File: src/rtl/ram_arbiter.sv
// Round-robin arbiter for two requesters sharing a single-port 8x16 register RAM.
// After reset it zero-fills every word, then serves single-word req/ack transactions.
module ram_arbiter #(
  parameter int unsigned AW = 3,
  parameter int unsigned DW = 16
) (
  input  logic          clk,
  input  logic          rst_n,
  input  logic          req_a,
  input  logic          req_b,
  input  logic          we_a,
  input  logic          we_b,
  input  logic [AW-1:0] addr_a,
  input  logic [AW-1:0] addr_b,
  input  logic [DW-1:0] wdata_a,
  input  logic [DW-1:0] wdata_b,
  output logic          ack_a,
  output logic          ack_b,
  output logic [DW-1:0] rdata_a,
  output logic [DW-1:0] rdata_b,
  output logic          init_done,
  output logic          ram_wr_en,
  output logic [AW-1:0] ram_wr_addr,
  output logic [DW-1:0] ram_wr_data,
  output logic [AW-1:0] ram_rd_addr,
  input  logic [DW-1:0] ram_rd_data
);

  typedef enum logic [1:0] {
    S_INIT,
    S_IDLE,
    S_ACCESS
  } state_e;

  state_e        state_q;
  logic [AW:0]   cnt_q;
  logic          prio_q;   // 0 = A has priority, 1 = B
  logic          owner_q;  // 0 = A, 1 = B
  logic          we_q;

  logic          ack_a_q;
  logic          ack_b_q;
  logic [DW-1:0] rdata_a_q;
  logic [DW-1:0] rdata_b_q;
  logic          init_done_q;
  logic          wr_en_q;
  logic [AW-1:0] wr_addr_q;
  logic [DW-1:0] wr_data_q;
  logic [AW-1:0] rd_addr_q;

  logic          elig_a;
  logic          elig_b;
  logic          grant;
  logic          pick_b;
  logic          sel_we;
  logic [AW-1:0] sel_addr;
  logic [DW-1:0] sel_wdata;

  // A requester whose ack is still high is finishing, not asking again.
  always_comb begin
    elig_a    = req_a && !ack_a_q;
    elig_b    = req_b && !ack_b_q;
    grant     = elig_a || elig_b;
    pick_b    = elig_b && (!elig_a || prio_q);
    sel_we    = pick_b ? we_b    : we_a;
    sel_addr  = pick_b ? addr_b  : addr_a;
    sel_wdata = pick_b ? wdata_b : wdata_a;
  end

  always_ff @(posedge clk or negedge rst_n) begin
    if (!rst_n) begin
      state_q     <= S_INIT;
      cnt_q       <= '0;
      prio_q      <= 1'b0;
      owner_q     <= 1'b0;
      we_q        <= 1'b0;
      ack_a_q     <= 1'b0;
      ack_b_q     <= 1'b0;
      rdata_a_q   <= '0;
      rdata_b_q   <= '0;
      init_done_q <= 1'b0;
      wr_en_q     <= 1'b0;
      wr_addr_q   <= '0;
      wr_data_q   <= '0;
      rd_addr_q   <= '0;
    end else begin
      ack_a_q <= 1'b0;
      ack_b_q <= 1'b0;
      case (state_q)
        S_INIT: begin
          // cnt never exceeds 2^AW, so its MSB alone marks the end of the fill.
          if (!cnt_q[AW]) begin
            wr_en_q   <= 1'b1;
            wr_addr_q <= cnt_q[AW-1:0];
            wr_data_q <= '0;
            cnt_q     <= cnt_q + (AW+1)'(1);
          end else begin
            wr_en_q     <= 1'b0;
            init_done_q <= 1'b1;
            state_q     <= S_IDLE;
          end
        end

        S_IDLE: begin
          wr_en_q <= 1'b0;
          if (grant) begin
            owner_q <= pick_b;
            we_q    <= sel_we;
            if (sel_we) begin
              wr_en_q   <= 1'b1;
              wr_addr_q <= sel_addr;
              wr_data_q <= sel_wdata;
            end else begin
              rd_addr_q <= sel_addr;
            end
            prio_q  <= !pick_b;
            state_q <= S_ACCESS;
          end
        end

        S_ACCESS: begin
          wr_en_q <= 1'b0;
          if (owner_q) begin
            ack_b_q <= 1'b1;
            if (!we_q) rdata_b_q <= ram_rd_data;
          end else begin
            ack_a_q <= 1'b1;
            if (!we_q) rdata_a_q <= ram_rd_data;
          end
          state_q <= S_IDLE;
        end

        default: state_q <= S_INIT;
      endcase
    end
  end

  assign ack_a       = ack_a_q;
  assign ack_b       = ack_b_q;
  assign rdata_a     = rdata_a_q;
  assign rdata_b     = rdata_b_q;
  assign init_done   = init_done_q;
  assign ram_wr_en   = wr_en_q;
  assign ram_wr_addr = wr_addr_q;
  assign ram_wr_data = wr_data_q;
  assign ram_rd_addr = rd_addr_q;

endmodule

File: config.mk
export PLATFORM = sky130hd
export DESIGN_NAME = ram_arbiter
export DESIGN_NICKNAME = d
export VERILOG_FILES = /design/src/rtl/ram_arbiter.sv
export SDC_FILE = /design/constraint.sdc
export NUM_CORES = 1
export LEC_CHECK = 0
export CAP_MARGIN = 20
export CELL_PAD_IN_SITES_DETAIL_PLACEMENT = 1
export CELL_PAD_IN_SITES_GLOBAL_PLACEMENT = 1
export CORE_MARGIN = 5
export CORE_UTILIZATION = 35
export DETAILED_ROUTE_END_ITERATION = 8
export PLACE_DENSITY_LB_ADDON = 0.1
export SETUP_SLACK_MARGIN = 0.2
export SLEW_MARGIN = 20
export SYNTH_ARGS = -nofsm -noshare
export SYNTH_HDL_FRONTEND = slang
export SYNTH_SLANG_ARGS = --single-unit
File: constraint.sdc
create_clock -name clk -period 4.8 [get_ports clk]
set_input_delay 0.96 -clock clk [delete_from_list [all_inputs] [get_ports clk]]
set_output_delay 0.96 -clock clk [all_outputs]
set_load 0.01 [all_outputs]
==> results.ini <==
[clock_tree]
cts_buffers=9
insertion_delay_ns=0.33
cts_setup_buffers=0
post_cts_resized=0
cts.clk_slew.worst_paths_ns=0.07
htreeDepth=3
clockRootBuffer=clkbuf_8
holdBufCountCts=0
cts_sinks=67
max-clock-path-buffers=2
tritoncts=yes

[routing]
drc_errors=0
viasPerCell=5.102
ant_nets=0
via_count=2454
wirelength_um=8916
drt-pass1-iter-count=4
dr.first_iter.drc_count=57
wire_per_inst_um=18.54

[critical_path]
slowest_stage=a31oi_4
cpPeakStageDelay_ns=0.74
crit_chain=clkdlybuf4s50_1 -> or3b_1 -> nand3_2 -> a31oi_4 -> mux2_2
r2r-end=ram_wr_data[7]
worstPathMaxFanout=20
worstSetupEndpoint=ram_wr_data[7]
cp.required_ns=5.01
critPathLaunchType=primary input
crit_path_end_kind=flip-flop
critPathArrivalTime_ns=3.42
worstSetupPathType=in2reg
worstReg2RegStart=ack_b
r2r_slack_ns=2.25
r2r_cells=4
crit_start=req_a

[floorplanning]
start_util_pct=35.64
die_area_um2=10820
die_width_um=104.0
ios=118
coreArea_um2=8678
std_cell_rows=34
die-height_um=104.0

[yosys]
synth.area.mux_share_pct=21.24
syn_inst=252
synth_xor_area_share_pct=0.5663
synth-compound-area-share_pct=11.45
seq_area_frac_synth_pct=54.21
yosys_warnings=0
syn_avg_cell_area_um2=12.27
syn_nets=317
syn-cell-area_um2=3093
synthDistinctLibCells=37
synth-simple-area-share_pct=7.565
synth_top_family_by_area=multiplexers
synthAdderAreaFrac_pct=2.023
ys_seq_elements=67

[flow_run]
maxCapViolCount=0

[min_path]
hold_class=reg2reg

[cells_and_area]
antennaDiodeCount=0
final_cell_mix=116 x clkdlybuf4s50_1, 67 x dfrtp_1, 45 x mux2_2, 26 x o21ai_0, 20 x a21oi_1
fin_area_um2=4573
multi_input_area_um2=1333
post-route-util_pct=52.70
layout-drive-gt1-share_pct=21.45
final_common_cell=clkdlybuf4s50_1
nets=434
fill_cells=931
register_area_um2=1677
area_growth_pct=47.86

[sta]
slew_viol_final=0
skew_ns=0.005353
relSlewSlack_pct=43.13
fin_crit_sh_pct=66.79
rsz0062_at_grt=false
worstMarginPinSlew_ns=0.8530
setup-tns-final_ns=0
fmax_mhz=311.9
hold_viol_final=0
period_needed_ns=3.206
setup_viol=0

[power_and_ir_drop]
power_density_nw_per_um2=615.9
ir_drop_v=0.0003541
design_power_total_w=0.002816
power_leakage_nw=1.903

[placed_design]
port_buffers=117
gp_congestion=0.7487
place_area_um2=4359
dpl.hpwl_um=6582

[global_route]
grt_pass1_vias=2808
grt_antenna_before_repair=0
grt_first_pass_wirelength_um=14620
grt_max_degree=38
overflow=0
grt_usage_pct=16.70

[run_status]
status=completed

cells in the mapped netlist (all sizes together):
master	count	area share, %
a211oi	1	0.24
a21oi	20	3.2
a221o	1	0.32
a22o	1	0.28
a22oi	1	0.24
a31oi	4	1.3
a41o	1	0.32
and2	1	0.20
and2b	1	0.24
buf	6	1.3
clkbuf	9	1.1
clkinv	1	0.12
dfrtp	67	54
ha	5	2.0
inv	4	0.49
mux2	55	21
nand2	5	0.61
nand2b	4	0.81
nand3	18	3.1
nand3b	1	0.24
nor2	7	0.85
nor2b	3	0.61
nor3b	2	0.65
o211ai	1	0.24
o21a	2	0.49
o21ai	26	4.2
o22a	1	0.28
o31a	1	0.28
or3b	1	0.28
xnor2	1	0.28
xor2	1	0.28
layout make-up:
type / instances / share of cell area (%)
sequential: 67 / 36.66
clock inverter: 6 / 1.970
clock buffer: 9 / 2.709
tap: 108 / 2.955
multi-input combinational: 165 / 29.14
timing repair buffer: 121 / 26.16
inverter: 5 / 0.4104
state kept, by name, indices dropped and copies added (netlist names):
name	cells
init_done	1
rdata_b	16
ack_a	1
ram_wr_addr	3
state_q	2
ack_b	1
owner_q	1
rdata_a	16
ram_wr_data	16
ram_wr_en	1
prio_q	1
we_q	1
ram_rd_addr	3
cnt_q	4
kinds of logic after synthesis:
kind of cell	after synthesis
AND/OR/NAND/NOR	43
AO/OA/AOI/OAI	60
adder cells (fa/ha/maj)	5
multiplexers	55
flip-flops	67
buffers and inverters	20
XOR/XNOR	2
report_power, final:
group	leakage, nW	switching (W)	total, W	internal [W]
sequential	0.820	0.000149	0.000958	0.000809
combinational	0.977	0.000580	0.00135	0.000772
clock	0.106	0.000215	0.000506	0.000291
total	1.90	0.000944	0.00282	0.00187
critical path: cells and delay by family:
| kind | cells | cell delay [ns] |
|---|---|---|
| buf+inv | 1 | 0.42 |
| simple gates | 2 | 0.86 |
| compound gates | 1 | 0.74 |
| mux | 1 | 0.42 |
worst min path at each step:
stage / from / to / slack [ns] / depth (start not counted)
3_3_place_gp: init_done / init_done / 0.45 / 1
4_1_cts: init_done / init_done / 0.48 / 1
5_1_grt: rdata_b[11] / rdata_b[11] / 0.51 / 1
2_1_floorplan: cnt_q[2] / cnt_q[2] / 0.47 / 1
6_report: init_done / init_done / 0.47 / 1
3_5_place_dp: init_done / init_done / 0.46 / 1
routing by layer:
layer  vias to the layer above  track usage (%)  part of all wire, %
met2                        78            28.46                   50
met3                         7            8.256                   10
met4                         0            4.533                  1.1
li1                       1141                -                    -
met1                      1228            18.45                   39
met5                         -                0                    0
metrics by stage:
step / cells / hold slack [ns] / setup WS, ns
CTS: 481 / 0.4751 / 1.612
finish: 481 / 0.4664 / 1.594
detailed placement: 466 / 0.4572 / 1.252
global route: 481 / 0.5143 / 1.513
global placement: 466 / 0.4513 / 1.330
floorplan: 252 / 0.4666 / 2.528
(Power assumes the default switching activity.)
